--- src/rtl/bht_update_ctrl.sv ---
// BHT write sequencer: clears the table after reset/flush, then drains queued
// branch-resolution updates one per cycle and forwards the in-flight write to the fetch read.
module bht_update_ctrl #(
    parameter int         SIZE     = 256,
    parameter int         DEPTH    = 4,
    parameter logic [1:0] INIT_VAL = 2'b01
) (
    input  logic                      clk,
    input  logic                      rst,
    input  logic                      flush_req,
    input  logic                      upd_valid,
    output logic                      upd_ready,
    input  logic [31:0]               upd_pc,
    input  logic                      upd_taken,
    input  logic [1:0]                upd_ctr,
    input  logic [31:0]               rd_pc,
    input  logic [1:0]                rd_ctr_raw,
    output logic [1:0]                rd_ctr,
    output logic                      rd_pred,
    output logic                      bht_we,
    output logic [$clog2(SIZE)-1:0]   bht_widx,
    output logic [1:0]                bht_wdata,
    output logic                      init_done,
    output logic [$clog2(DEPTH):0]    fifo_count
);
    localparam int IW = $clog2(SIZE);
    localparam int PW = $clog2(DEPTH);
    localparam int CW = PW + 1;

    typedef enum logic {CLEAR, RUN} state_t;

    typedef struct packed {
        logic [IW-1:0] idx;
        logic          taken;
        logic [1:0]    ctr;
    } upd_t;

    function automatic logic [1:0] sat(input logic [1:0] c, input logic t);
        if (t) return (c == 2'b11) ? 2'b11 : c + 2'b01;
        else   return (c == 2'b00) ? 2'b00 : c - 2'b01;
    endfunction

    state_t        state_q, state_d;
    logic [IW-1:0] clr_idx_q, clr_idx_d;
    logic [PW-1:0] wr_ptr_q, rd_ptr_q;
    logic [CW-1:0] count_q;
    upd_t          mem_q [DEPTH];
    upd_t          head, entry_in;
    logic          push, pop;

    assign head     = mem_q[rd_ptr_q];
    assign entry_in = '{idx: upd_pc[IW+1:2], taken: upd_taken, ctr: upd_ctr};

    always_comb begin
        state_d   = state_q;
        clr_idx_d = clr_idx_q;
        bht_we    = 1'b0;
        bht_widx  = head.idx;
        bht_wdata = sat(head.ctr, head.taken);
        upd_ready = 1'b0;
        init_done = 1'b0;
        push      = 1'b0;
        pop       = 1'b0;
        case (state_q)
            CLEAR: begin
                bht_we    = 1'b1;
                bht_widx  = clr_idx_q;
                bht_wdata = INIT_VAL;
                if (clr_idx_q == IW'(SIZE - 1)) state_d = RUN;
                else                            clr_idx_d = clr_idx_q + 1'b1;
            end
            RUN: begin
                init_done = 1'b1;
                upd_ready = (count_q < CW'(DEPTH));
                push      = upd_valid && upd_ready;
                pop       = (count_q != '0);
            end
            default: state_d = CLEAR;
        endcase
        // A flush kills the head write too, so nothing queued ever reaches the array.
        if (flush_req) begin
            state_d   = CLEAR;
            clr_idx_d = '0;
            push      = 1'b0;
            pop       = 1'b0;
        end
        if (state_q == RUN) bht_we = pop;
    end

    always_ff @(posedge clk or negedge rst) begin
        if (!rst) begin
            state_q   <= CLEAR;
            clr_idx_q <= '0;
            wr_ptr_q  <= '0;
            rd_ptr_q  <= '0;
            count_q   <= '0;
        end else begin
            state_q   <= state_d;
            clr_idx_q <= clr_idx_d;
            if (flush_req || state_q == CLEAR) begin
                wr_ptr_q <= '0;
                rd_ptr_q <= '0;
                count_q  <= '0;
            end else begin
                wr_ptr_q <= wr_ptr_q + PW'(push);
                rd_ptr_q <= rd_ptr_q + PW'(pop);
                count_q  <= count_q + CW'(push) - CW'(pop);
            end
        end
    end

    always_ff @(posedge clk) begin
        if (push) mem_q[wr_ptr_q] <= entry_in;
    end

    assign fifo_count = count_q;

    // Only the write being driven this cycle is forwarded; queued entries are not.
    assign rd_ctr  = (bht_we && bht_widx == rd_pc[IW+1:2]) ? bht_wdata : rd_ctr_raw;
    assign rd_pred = rd_ctr[1];

    logic unused_pc_bits;
    assign unused_pc_bits = ^{upd_pc[31:IW+2], upd_pc[1:0], rd_pc[31:IW+2], rd_pc[1:0]};

endmodule

--- config.mk ---
export PLATFORM = sky130hd
export DESIGN_NAME = bht_update_ctrl
export DESIGN_NICKNAME = d
export VERILOG_FILES = /design/src/rtl/bht_update_ctrl.sv
export SDC_FILE = /design/constraint.sdc
export NUM_CORES = 1
export LEC_CHECK = 0
export BUFFER_PORTS_ARGS = -buffer_cell sky130_fd_sc_hd__buf_4
export CAP_MARGIN = 30
export CORE_AREA = 4 4 81 120
export DETAILED_ROUTE_END_ITERATION = 8
export DIE_AREA = 0 0 85 124
export PLACE_DENSITY = 0.64
export SYNTH_ARGS = -nofsm -noshare
export SYNTH_HDL_FRONTEND = slang
export SYNTH_SLANG_ARGS = --single-unit
--- constraint.sdc ---
create_clock -name clk -period 2.95 [get_ports clk]
set_input_delay 0 -clock clk [delete_from_list [all_inputs] [get_ports clk]]
set_output_delay 0 -clock clk [all_outputs]
set_load 0.005 [all_outputs]
==> results of run 1 <==
-- flip-flops by register name, summed over array words and instances (netlist names) --
name and count:
mem_q 44, clr_idx_q 8, fifo_count 3, rd_ptr_q 2, wr_ptr_q 2, state_q 1
-- cells in the mapped netlist, types with 3 or more instances --
master | number | area share, %
nor2_1 | 13 | 1.6
ha_1 | 5 | 2.1
mux4_2 | 3 | 2.3
and2_1 | 4 | 0.84
inv_2 | 3 | 0.38
o21ai_0 | 4 | 0.67
nor3_1 | 4 | 0.67
mux2i_2 | 3 | 1.4
nand2_1 | 23 | 2.9
dfrtp_1 | 16 | 13
clkbuf_1 | 6 | 0.76
xor2_1 | 7 | 2.1
nor2b_1 | 10 | 2.1
edfxtp_1 | 44 | 44
a31o_1 | 8 | 2.4
mux2i_1 | 13 | 4.4
nand3_1 | 3 | 0.50
xnor2_1 | 26 | 7.7
-- power groups by stage --
| stage | registers (mW) | logic [mW] | clock network (mW) |
|---|---|---|---|
| 4_1_cts | 0.917 | 0.105 | 1.08 |
| 3_5_place_dp | 0.934 | 0.0905 | 0 |
| 6_report | 0.918 | 0.103 | 1.05 |
| 3_3_place_gp | 0.934 | 0.0889 | 0 |
| 5_1_grt | 0.918 | 0.114 | 1.12 |
| 2_1_floorplan | 0.931 | 0.0378 | 0 |
-- metal layers --
metal | up-vias | track usage, % | share of wire (%)
li1 | 948 | - | -
met3 | 12 | 2.58 | 4.2
met1 | 925 | 13.2 | 40
met4 | 0 | 7.72 | 2.8
met2 | 45 | 21.6 | 53
met5 | - | 0 | 0
-- area by class of cell --
type	instances	area share (%)
Multi-Input combinational cell	154	30.2
Clock inverter	7	2.14
Inverter	5	0.486
Clock buffer	9	5.83
Sequential cell	60	44.5
Tap cell	110	3.56
Timing Repair Buffer	62	13.2
-- cells by family (layout without fill, tap and decap cells) --
group / count (synthesis) / count (layout) / share of synthesized area, %
compound gates: 21 / 21 / 5.30
buf+inv: 15 / 83 / 2.82
xor+xnor: 33 / 33 / 9.72
flops: 60 / 60 / 57.9
fa+ha+maj: 6 / 6 / 2.78
mux: 21 / 21 / 8.79
simple gates: 73 / 73 / 12.7
-- worst max path at each step --
stage	start	endpoint	slack, ps	cells past startpoint
finish	rd_ptr_q[0]	rd_pred	280	8
global route	rd_ptr_q[0]	rd_pred	110	8
CTS	rd_ptr_q[0]	rd_ctr[1]	190	8
detailed placement	rd_ptr_q[0]	rd_ctr[1]	580	8
global placement	rd_ptr_q[0]	rd_ctr[1]	560	8
floorplan	state_q	mem_q[1][0]	620	4
-- critical path: stages (launching register included) --
cell and delay, ps:
dfrtp_1 370, buf_12 200, mux2i_1 340, xnor2_1 120
nor4_2 260, o22ai_1 130, a311oi_2 380, mux2_1 380
buf_4 140
-- stage by stage --
stage	hold WS [ps]	setup slack (ps)	total power, mW	area [um^2]
floorplan	-296	619	0.969	2970
global placement	-128	558	1.02	3430
detailed placement	-126	575	1.02	3430
CTS	56.4	193	2.10	3860
global route	74.9	114	2.15	3860
finish	62.7	284	2.07	3860
-- what timing repair did --
action	in CTS	in global routing
setup endpoints to repair	0	0
hold buffers	13	0
endpoints found under the hold margin	67	0
==> out/metrics.cfg, run 1 <==
[finish]
fin_cells = 407
nFillCells = 807
layout-drive-gt1-share_pct = 25.9
nNetsFinal = 371
final_cell_mix = buf_4 (48), edfxtp_1 (44), xnor2_1 (26)
area_delta_synth_final_pct = 30.0
final_common_cell = buf_4
multiInputGateArea_um2 = 1170
post-route-util_pct = 44.0
diodes = 0
ff_latch_area_um2 = 1720

[timing]
period_minus_slack_ps = 2670
drv_slew = 0
fmax_ghz = 0.375
worst_slew_pin_slew_ps = 604
rsz0062_at_grt = false
slew_headroom_pct = 59.8
setup_violations = 0
setup_tns_ps = 0
skew_ps = 4.55
finalHoldViolations = 0
fin_crit_sh_pct = 90.4

[route]
wl_per_cell_um = 14.5
avgViaCountPerCell = 4.74
vias = 1930
dr.pass1.iters = 4
wl_um = 5880
drt-initial-drc-count = 57
ant_nets = 0
drc = 0

[placed_design]
gp_congestion = 0.770
portBuffers = 43
dpl.hpwl_um = 4380
placed_cells = 378

[grt]
first_global_vias = 1958
grt_pass1_wl_um = 9640
grt_max_degree = 26
grt_usage_pct = 12.2
antenna_found_initial = 0
overflow = 0

[clock_tree]
h-tree-depth = 3
clockBufferDepth = 2
cts_setup_buffers = 0
cts_inserted_buffers = 9
clock-root-buffer = clkbuf_16
ctsResizeCount = 0
clock_latency_ps = 330
cts.clk_slew.worst_paths_ps = 60
cts.sinks = 60
cts_tree = done

[power]
p_int_mw = 1.64
p_sw_share_pct = 21.0
seqPwrFrac_pct = 44.3
p_clk_share_pct = 50.7
ir_drop_v = 0.000293
power_density_nw_per_um2 = 536
p_comb_share_pct = 5.0
p_switching_uw = 434
p_leak_nw = 1.45

[die]
rows = 42
die_x_um = 85
die_area_um2 = 10500
die_y_um = 124
ios = 92
start_util_pct = 33.9
core_um2 = 8780

[yosys]
synth-edff-count = 44
yosys.cell_types.count = 45
yosys_warnings = 0
syn_nets = 308
synth_area_um2 = 2970
ys_seq_area_share_pct = 57.9
synth_cells = 229
ys_async_sr_fraction_pct = 26.7
synthFlopType = edfxtp_1
syn_avg_cell_area_um2 = 13.0
synth.ff_latch_count = 60

[critical_path]
cp-end-kind = output pin
worst_r2r_path_depth = 10
start_kind = flop
rr_startpoint = state_q
r2r_slack_ps = 620
crit_required_ps = 2950
worstPathMaxFanout = 20
r2r_end = fifo_count[2]
crit_type = flop to output pin
cp.arrival_ps = 2670

[min_path]
hold_class = input port to async pin

[status]
status = complete, no violations

[run]
maxCapViolCount = 0

(Power assumes the default switching activity.)
==> run 2, diff against run 1 <==
--- a/config.mk
+++ b/config.mk
@@ -8,8 +8,10 @@
 export BUFFER_PORTS_ARGS = -buffer_cell sky130_fd_sc_hd__buf_4
 export CAP_MARGIN = 30
 export CORE_AREA = 4 4 81 120
+export CTS_BUF_LIST = sky130_fd_sc_hd__clkbuf_4
 export DETAILED_ROUTE_END_ITERATION = 8
 export DIE_AREA = 0 0 85 124
+export GPL_ROUTABILITY_DRIVEN = 0
 export PLACE_DENSITY = 0.64
 export SYNTH_ARGS = -nofsm -noshare
 export SYNTH_HDL_FRONTEND = slang
==> run 2 against run 1 <==
Worst hold slack better by 110 ps. Combinational power about the same. Largest power group is now sequential cells. Register-to-register slack hardly changed. Design area down 3.7%. First-iteration DRC count grew 11%. Via count decreased by 0.21%. Wire length shrank 1.5%. Non-clock buffer count increased by 1. Sequential share of layout area is 1.7 points higher. Clock power shrank 43%. Clock skew is 8.5 ps higher.
==> out/metrics.cfg, run 2 (synthesis results as in run 1) <==
[status]
status = complete, no violations

[die]
start_util_pct = 33.9  ; unchanged
die_area_um2 = 10500  ; unchanged
ios = 92  ; unchanged
core_um2 = 8780  ; unchanged
die_y_um = 124  ; unchanged
die_x_um = 85  ; unchanged
rows = 42  ; unchanged

[critical_path]
r2r_slack_ps = 610  ; about the same
worst_r2r_path_depth = 10  ; unchanged
cp.arrival_ps = 2710  ; +40 ps
setup.worst_path.start = rd_ptr_q[0]
crit_type = flop to output pin
crit_required_ps = 2950  ; about the same
cp-end-kind = output pin
rr_startpoint = state_q
crit_chain = buf_12 > mux2i_1 > xnor2_1 > o41ai_1 > a31oi_1 > a311oi_2 > mux2_1 > buf_4
slowest_delay_ps = 390  ; about the same
start_kind = flop
critPathSlowestCell = dfrtp_1
worstPathMaxFanout = 20  ; unchanged

[route]
drc = 0  ; unchanged
ant_nets = 0  ; unchanged
wl_per_cell_um = 14.2  ; -1.8%
top_layer = met4
drt-initial-drc-count = 63  ; +11%
avgViaCountPerCell = 4.72  ; -0.45%
wl_met3_um = 273  ; +10%
dr.pass1.iters = 4  ; unchanged
vias = 1926  ; -0.21%
wl_um = 5790  ; -1.5%
met2_length_um = 3050  ; -2.8%
wl_met1_um = 2340  ; +0.47%

[finish]
largest_reg_flops = 44  ; unchanged
largest-register = mem_q
nFillCells = 840  ; +4.1%
final_cell_mix = buf_4 (48), edfxtp_1 (44), xnor2_1 (26)
area_delta_synth_final_pct = 25.1
final_common_cell = buf_4
nNetsFinal = 372  ; +0.27%
layout-drive-gt1-share_pct = 26.2  ; +0.25 points
diodes = 0  ; unchanged
design_area_um2 = 3720  ; -3.7%

[min_path]
hold_class = input port to flop
min_path_cells = 5
worstHoldStart = upd_valid

[clock_tree]
h-tree-depth = 3  ; unchanged
cts.sinks = 60  ; unchanged
cts.clk_slew.worst_paths_ps = 110  ; +50 ps
cts_tree = done
clock_latency_ps = 410  ; +80 ps
cts_setup_buffers = 0  ; unchanged
cts_inserted_buffers = 9  ; unchanged
clock-root-buffer = clkbuf_4
clockBufferDepth = 2  ; unchanged

[timing]
setup_tns_ps = 0  ; unchanged
fin_crit_sh_pct = 92.0  ; +1.6 points
slew_headroom_pct = 51.4  ; -8.4 points
setup_violations = 0  ; unchanged
fmax_ghz = 0.368  ; -1.8%
skew_ps = 13.0  ; +8.45 ps
rsz0062_at_grt = false
worst_slew_pin_slew_ps = 727  ; +124 ps
finalHoldViolations = 0  ; unchanged
drv_slew = 0  ; unchanged
period_minus_slack_ps = 2710  ; +48.0 ps

[placed_design]
portBuffers = 43  ; unchanged
post_dp_cell_area_um2 = 3430  ; unchanged
dpl.hpwl_um = 4380  ; unchanged

[grt]
grt_max_degree = 26  ; unchanged
grt_pass1_wl_um = 9540  ; -1.1%
grt_usage_pct = 12.0  ; -0.26 points
overflow = 0  ; unchanged
antenna_found_initial = 0  ; unchanged
first_global_vias = 1954  ; -0.20%

[power]
p_leak_nw = 1.39  ; -4.3%
ir_drop_v = 0.000178  ; -39%
power_density_nw_per_um2 = 434  ; -19%

[run]
maxCapViolCount = 0  ; unchanged

## run 2: cell type report
cell class / instances / area [um^2] / share of cell area [%]
Timing Repair Buffer: 63 / 520 / 14.0
Inverter: 5 / 18.8 / 0.504
Tap cell: 110 / 138 / 3.70
Multi-Input combinational cell: 154 / 1170 / 31.5
Sequential cell: 60 / 1720 / 46.3
Clock inverter: 7 / 82.6 / 2.22
Clock buffer: 9 / 67.6 / 1.82
## run 2: worst paths after layout
path                                      end
worst max register to register  fifo_count[2]
min in group asynchronous       fifo_count[1]
max in group asynchronous        clr_idx_q[5]
worst min register to register   clr_idx_q[1]
worst max-delay path                  rd_pred
worst min-delay path              wr_ptr_q[0]
## run 2: what timing repair did
| action | in CTS | in global routing |
|---|---|---|
| endpoints found under the setup margin | 0 | 2 |
| hold endpoints to repair | 69 | 0 |
| hold buffers | 14 | 0 |
| resized for setup | 0 | 1 |
## run 2: where the power goes
part | switching, mW | internal, mW
clock | 0.326 | 0.270
combinational | 0.0423 | 0.0612
sequential | 0.00654 | 0.909
## run 2: critical path, delay by kind of cell (launching register included)
| family | cells | cell delay [ps] |
|---|---|---|
| flip-flops | 1 | 390 |
| multiplexers | 2 | 660 |
| AO/OA/AOI/OAI | 3 | 810 |
| buffers and inverters | 2 | 340 |
| XOR/XNOR | 1 | 100 |
## run 2: metal layers
metal / vias up / GRT usage [%]
li1: 950 / -
met2: 38 / 21.3
met3: 12 / 3.18
met5: - / 0
met4: 0 / 5.94
met1: 926 / 13.1
## run 2: through the flow
step | hold slack, ps | instances | setup slack, ps | power [mW] | utilization, %
3_5_place_dp | -126 | 378 | 575 | 1.02 | 39.1
5_1_grt | 203 | 408 | 10.2 | 1.70 | 42.4
4_1_cts | 142 | 408 | 74.6 | 1.64 | 42.4
6_report | 175 | 408 | 236 | 1.62 | 42.4
2_1_floorplan | -296 | 229 | 619 | 0.969 | -
3_3_place_gp | -128 | 378 | 558 | 1.02 | 39.1
==> run 3, diff against run 2 <==
--- a/config.mk
+++ b/config.mk
@@ -5,12 +5,13 @@
 export SDC_FILE = /design/constraint.sdc
 export NUM_CORES = 1
 export LEC_CHECK = 0
+export ABC_AREA = 1
 export BUFFER_PORTS_ARGS = -buffer_cell sky130_fd_sc_hd__buf_4
 export CAP_MARGIN = 30
-export CORE_AREA = 4 4 81 120
+export CORE_AREA = 4 4 82 122
 export CTS_BUF_LIST = sky130_fd_sc_hd__clkbuf_4
 export DETAILED_ROUTE_END_ITERATION = 8
-export DIE_AREA = 0 0 85 124
+export DIE_AREA = 0 0 86 126
 export GPL_ROUTABILITY_DRIVEN = 0
 export PLACE_DENSITY = 0.64
 export SYNTH_ARGS = -nofsm -noshare
==> run 3 against run 2 <==
Global-route usage grew 1.1 points. Clock power shrank 8.7%. Combinational power is essentially flat. Sequential cell count is the same. Cell count grew 29%. Wire length grew 16%. Synthesized cell count grew 51%. Design area grew 1.5%.
==> out/metrics.cfg, run 3 <==
[placed_design]
post_dp_cell_area_um2 = 3510  ; +2.3%
dpl.hpwl_um = 5060  ; +15%
portBuffers = 43  ; unchanged

[critical_path]
r2r_slack_ps = 730  ; +120 ps
slowest_delay_ps = 540  ; +150 ps
worst_r2r_path_depth = 10  ; unchanged
critPathSlowestCell = dfrtp_1
cp-end-kind = output pin
critical_path_buf_inv_count = 3  ; +1
setup.worst_path.end = rd_pred
setup.worst_path.start = rd_ptr_q[0]
start_kind = flop
crit_path_frequent_cell = nand2_1
crit_chain = inv_2 > nand2_1 > nand3_1 > nand3_1 > nand3_1 > nand2_1 > inv_1 > nand2_1 > nor2_2 > nand3_1 > nand2_1 > nand2_1 > buf_4
rr_startpoint = state_q
cp_top_family = simple AND/OR/NAND/NOR gates
worst-path-stages = 13  ; +5
r2r_end = fifo_count[2]
cp.arrival_ps = 2430  ; -280 ps
worstPathMaxFanout = 21  ; +5.0%
crit_type = flop to output pin
crit_required_ps = 2950  ; about the same

[die]
die_y_um = 126  ; +1.6%
core_um2 = 8880  ; +1.2%
rows = 42  ; unchanged
die_area_um2 = 10800  ; +2.8%
start_util_pct = 34.6  ; +0.74 points
ios = 92  ; unchanged
die_x_um = 86  ; +1.2%

[route]
vias = 2438  ; +27%
dr.pass1.iters = 4  ; unchanged
avgViaCountPerCell = 4.62  ; -2.2%
wl_um = 6710  ; +16%
drt-initial-drc-count = 88  ; +40%
drc = 0  ; unchanged
ant_nets = 0  ; unchanged
wl_per_cell_um = 12.7  ; -11%

[clock_tree]
h-tree-depth = 3  ; unchanged
clock_latency_ps = 400  ; about the same
ctsResizeCount = 0  ; unchanged
clockBufferDepth = 2  ; unchanged
cts.sinks = 60  ; unchanged
clock-root-buffer = clkbuf_4
cts_tree = done
cts_inserted_buffers = 9  ; unchanged
cts.clk_slew.worst_paths_ps = 100  ; about the same

[grt]
first_global_vias = 2437  ; +25%
grt_pass1_wl_um = 10900  ; +14%
grt_max_degree = 22  ; -15%
antenna_found_initial = 1  ; +1
overflow = 0  ; unchanged
grt_usage_pct = 13.1  ; +1.1 points

[yosys]
syn_avg_cell_area_um2 = 8.89  ; -32%
syn_nets = 425  ; +38%
synth_top_area_cell = edfxtp_1
yosys.cell_types.count = 33  ; -27%
synth_fa_ha_area_share_pct = 2.69  ; -0.091 points
synth_top_family_by_area = simple AND/OR/NAND/NOR gates
synth_xor_area_share_pct = 0.570  ; -9.1 points
synth.ff_latch_count = 60  ; unchanged
synthSimpleGateAreaFrac_pct = 24.9  ; +12 points
synth_top_cell_area_share_pct = 43.0  ; -1.5 points
ys_async_sr_fraction_pct = 26.7  ; unchanged
synth_common_cells = nand2_1 (89), inv_1 (57), edfxtp_1 (44)
synth_compound_area_share_pct = 5.57  ; +0.27 points
synth_mux_area_share_pct = 0  ; -8.8 points
ys_seq_area_share_pct = 56.0  ; -1.9 points
synth.area.top_cells = edfxtp_1 (43%), dfrtp_1 (13%), nand2_1 (11%), inv_1 (7.0%), nand3_1 (6.3%)
synth_cells = 346  ; +51%
synthMostInstantiatedCell = nand2_1
synthFlopType = edfxtp_1
synth_area_um2 = 3080  ; +3.4%
yosys_warnings = 0  ; unchanged
synth-edff-count = 44  ; unchanged

[timing]
worst_slew_pin_slew_ps = 813  ; +85.7 ps
finalHoldViolations = 0  ; unchanged
fin_crit_sh_pct = 82.3  ; -9.7 points
setup_violations = 0  ; unchanged
drv_slew = 0  ; unchanged
fmax_ghz = 0.412  ; +12%
slew_headroom_pct = 45.6  ; -5.7 points
setup_tns_ps = 0  ; unchanged
skew_ps = 11.8  ; -1.18 ps
period_minus_slack_ps = 2430  ; -287 ps
rsz0062_at_grt = false

[finish]
nNetsFinal = 491  ; +32%
post-route-util_pct = 42.5  ; +0.15 points
nFillCells = 874  ; +4.0%
final_common_cell = nand2_1
final_cell_mix = nand2_1 (89), inv_1 (57), buf_4 (50)
design_area_um2 = 3780  ; +1.5%
area_delta_synth_final_pct = 22.9
largest-register = mem_q
largest_reg_flops = 44  ; unchanged
layout-drive-gt1-share_pct = 19.7  ; -6.5 points

[min_path]
hold_class = input port to flop

[status]
status = complete, no violations

[power]
p_leak_nw = 1.77  ; +27%
power_density_nw_per_um2 = 413  ; -5.0%
ir_drop_v = 0.000184  ; +3.4%

[run]
maxCapViolCount = 0  ; unchanged

==> run 3: changes by cell type after synthesis, sizes merged, moves of 5 or more <==
cell | previous run | this run
nand2 | 23 | 96
a31o | 8 | 0
o21ai | 6 | 14
mux2i | 16 | 0
xor2 | 7 | 1
a21oi | 1 | 8
nand3 | 3 | 40
inv | 5 | 62
nor2b | 10 | 0
nor2 | 13 | 35
xnor2 | 26 | 1
clkbuf | 6 | 1
==> run 3: worst min path at each step <==
stage / startpoint / to / slack [ps] / cells past startpoint
2_1_floorplan: rst / clr_idx_q[0] / -300 / 0
3_3_place_gp: rst / clr_idx_q[7] / -120 / 1
3_5_place_dp: rst / clr_idx_q[5] / -120 / 1
4_1_cts: upd_valid / wr_ptr_q[1] / 220 / 5
5_1_grt: upd_valid / wr_ptr_q[1] / 270 / 5
6_report: upd_valid / wr_ptr_q[1] / 220 / 5
==> run 3: cell families (layout without fill, tap and decap cells) <==
group                    Yosys count  in the layout
adder cells (fa/ha/maj)            6              6
buffers and inverters             71            142
AO/OA/AOI/OAI                     28             28
XOR/XNOR                           2              2
other                              0              1
flip-flops                        60             60
AND/OR/NAND/NOR                  179            179
==> run 3: per-layer routing <==
layer	track usage [%]	vias to the layer above	share of wire (%)
li1	-	1246	-
met3	2.75	10	3.5
met1	12.5	1139	38
met4	6.99	0	1.9
met5	0	-	0
met2	25.1	43	57
==> run 3: final cells by class <==
class,instances,area (um^2),area share [%]
clock inverters,6,55.1,1.46
multi-input cells,215,1040,27.5
diodes,1,2.50,0.0662
well taps,110,138,3.64
inverters,62,233,6.16
flip-flops and latches,60,1720,45.6
clock buffers,10,75.1,1.99
repair buffers,64,515,13.6
==> run 3: tightest hold or removal path, stage by stage <==
cell,delay (ps)
buf_4,70
nand3_1,190
inv_1,110
ha_1,160
a21oi_1,60
==> run 3: through the flow <==
step | setup slack (ps) | hold slack (ps) | cells | power, mW
5_1_grt | 202 | 270 | 528 | 1.62
3_5_place_dp | 724 | -119 | 497 | 1.02
4_1_cts | 481 | 217 | 527 | 1.57
2_1_floorplan | 778 | -296 | 346 | 0.964
6_report | 523 | 223 | 528 | 1.56
3_3_place_gp | 735 | -122 | 497 | 1.02
==> run 3: repair_timing <==
action	CTS	global route
hold buffers	14	0
endpoints found under the hold margin	67	0
buffers inserted	0	0
==> run 3: where the power goes <==
| group | internal (mW) | switching (mW) | leakage (nW) |
|---|---|---|---|
| clock | 0.259 | 0.286 | 0.0712 |
| combinational | 0.0535 | 0.0485 | 1.08 |
| sequential | 0.909 | 0.00298 | 0.616 |
| total | 1.22 | 0.337 | 1.77 |
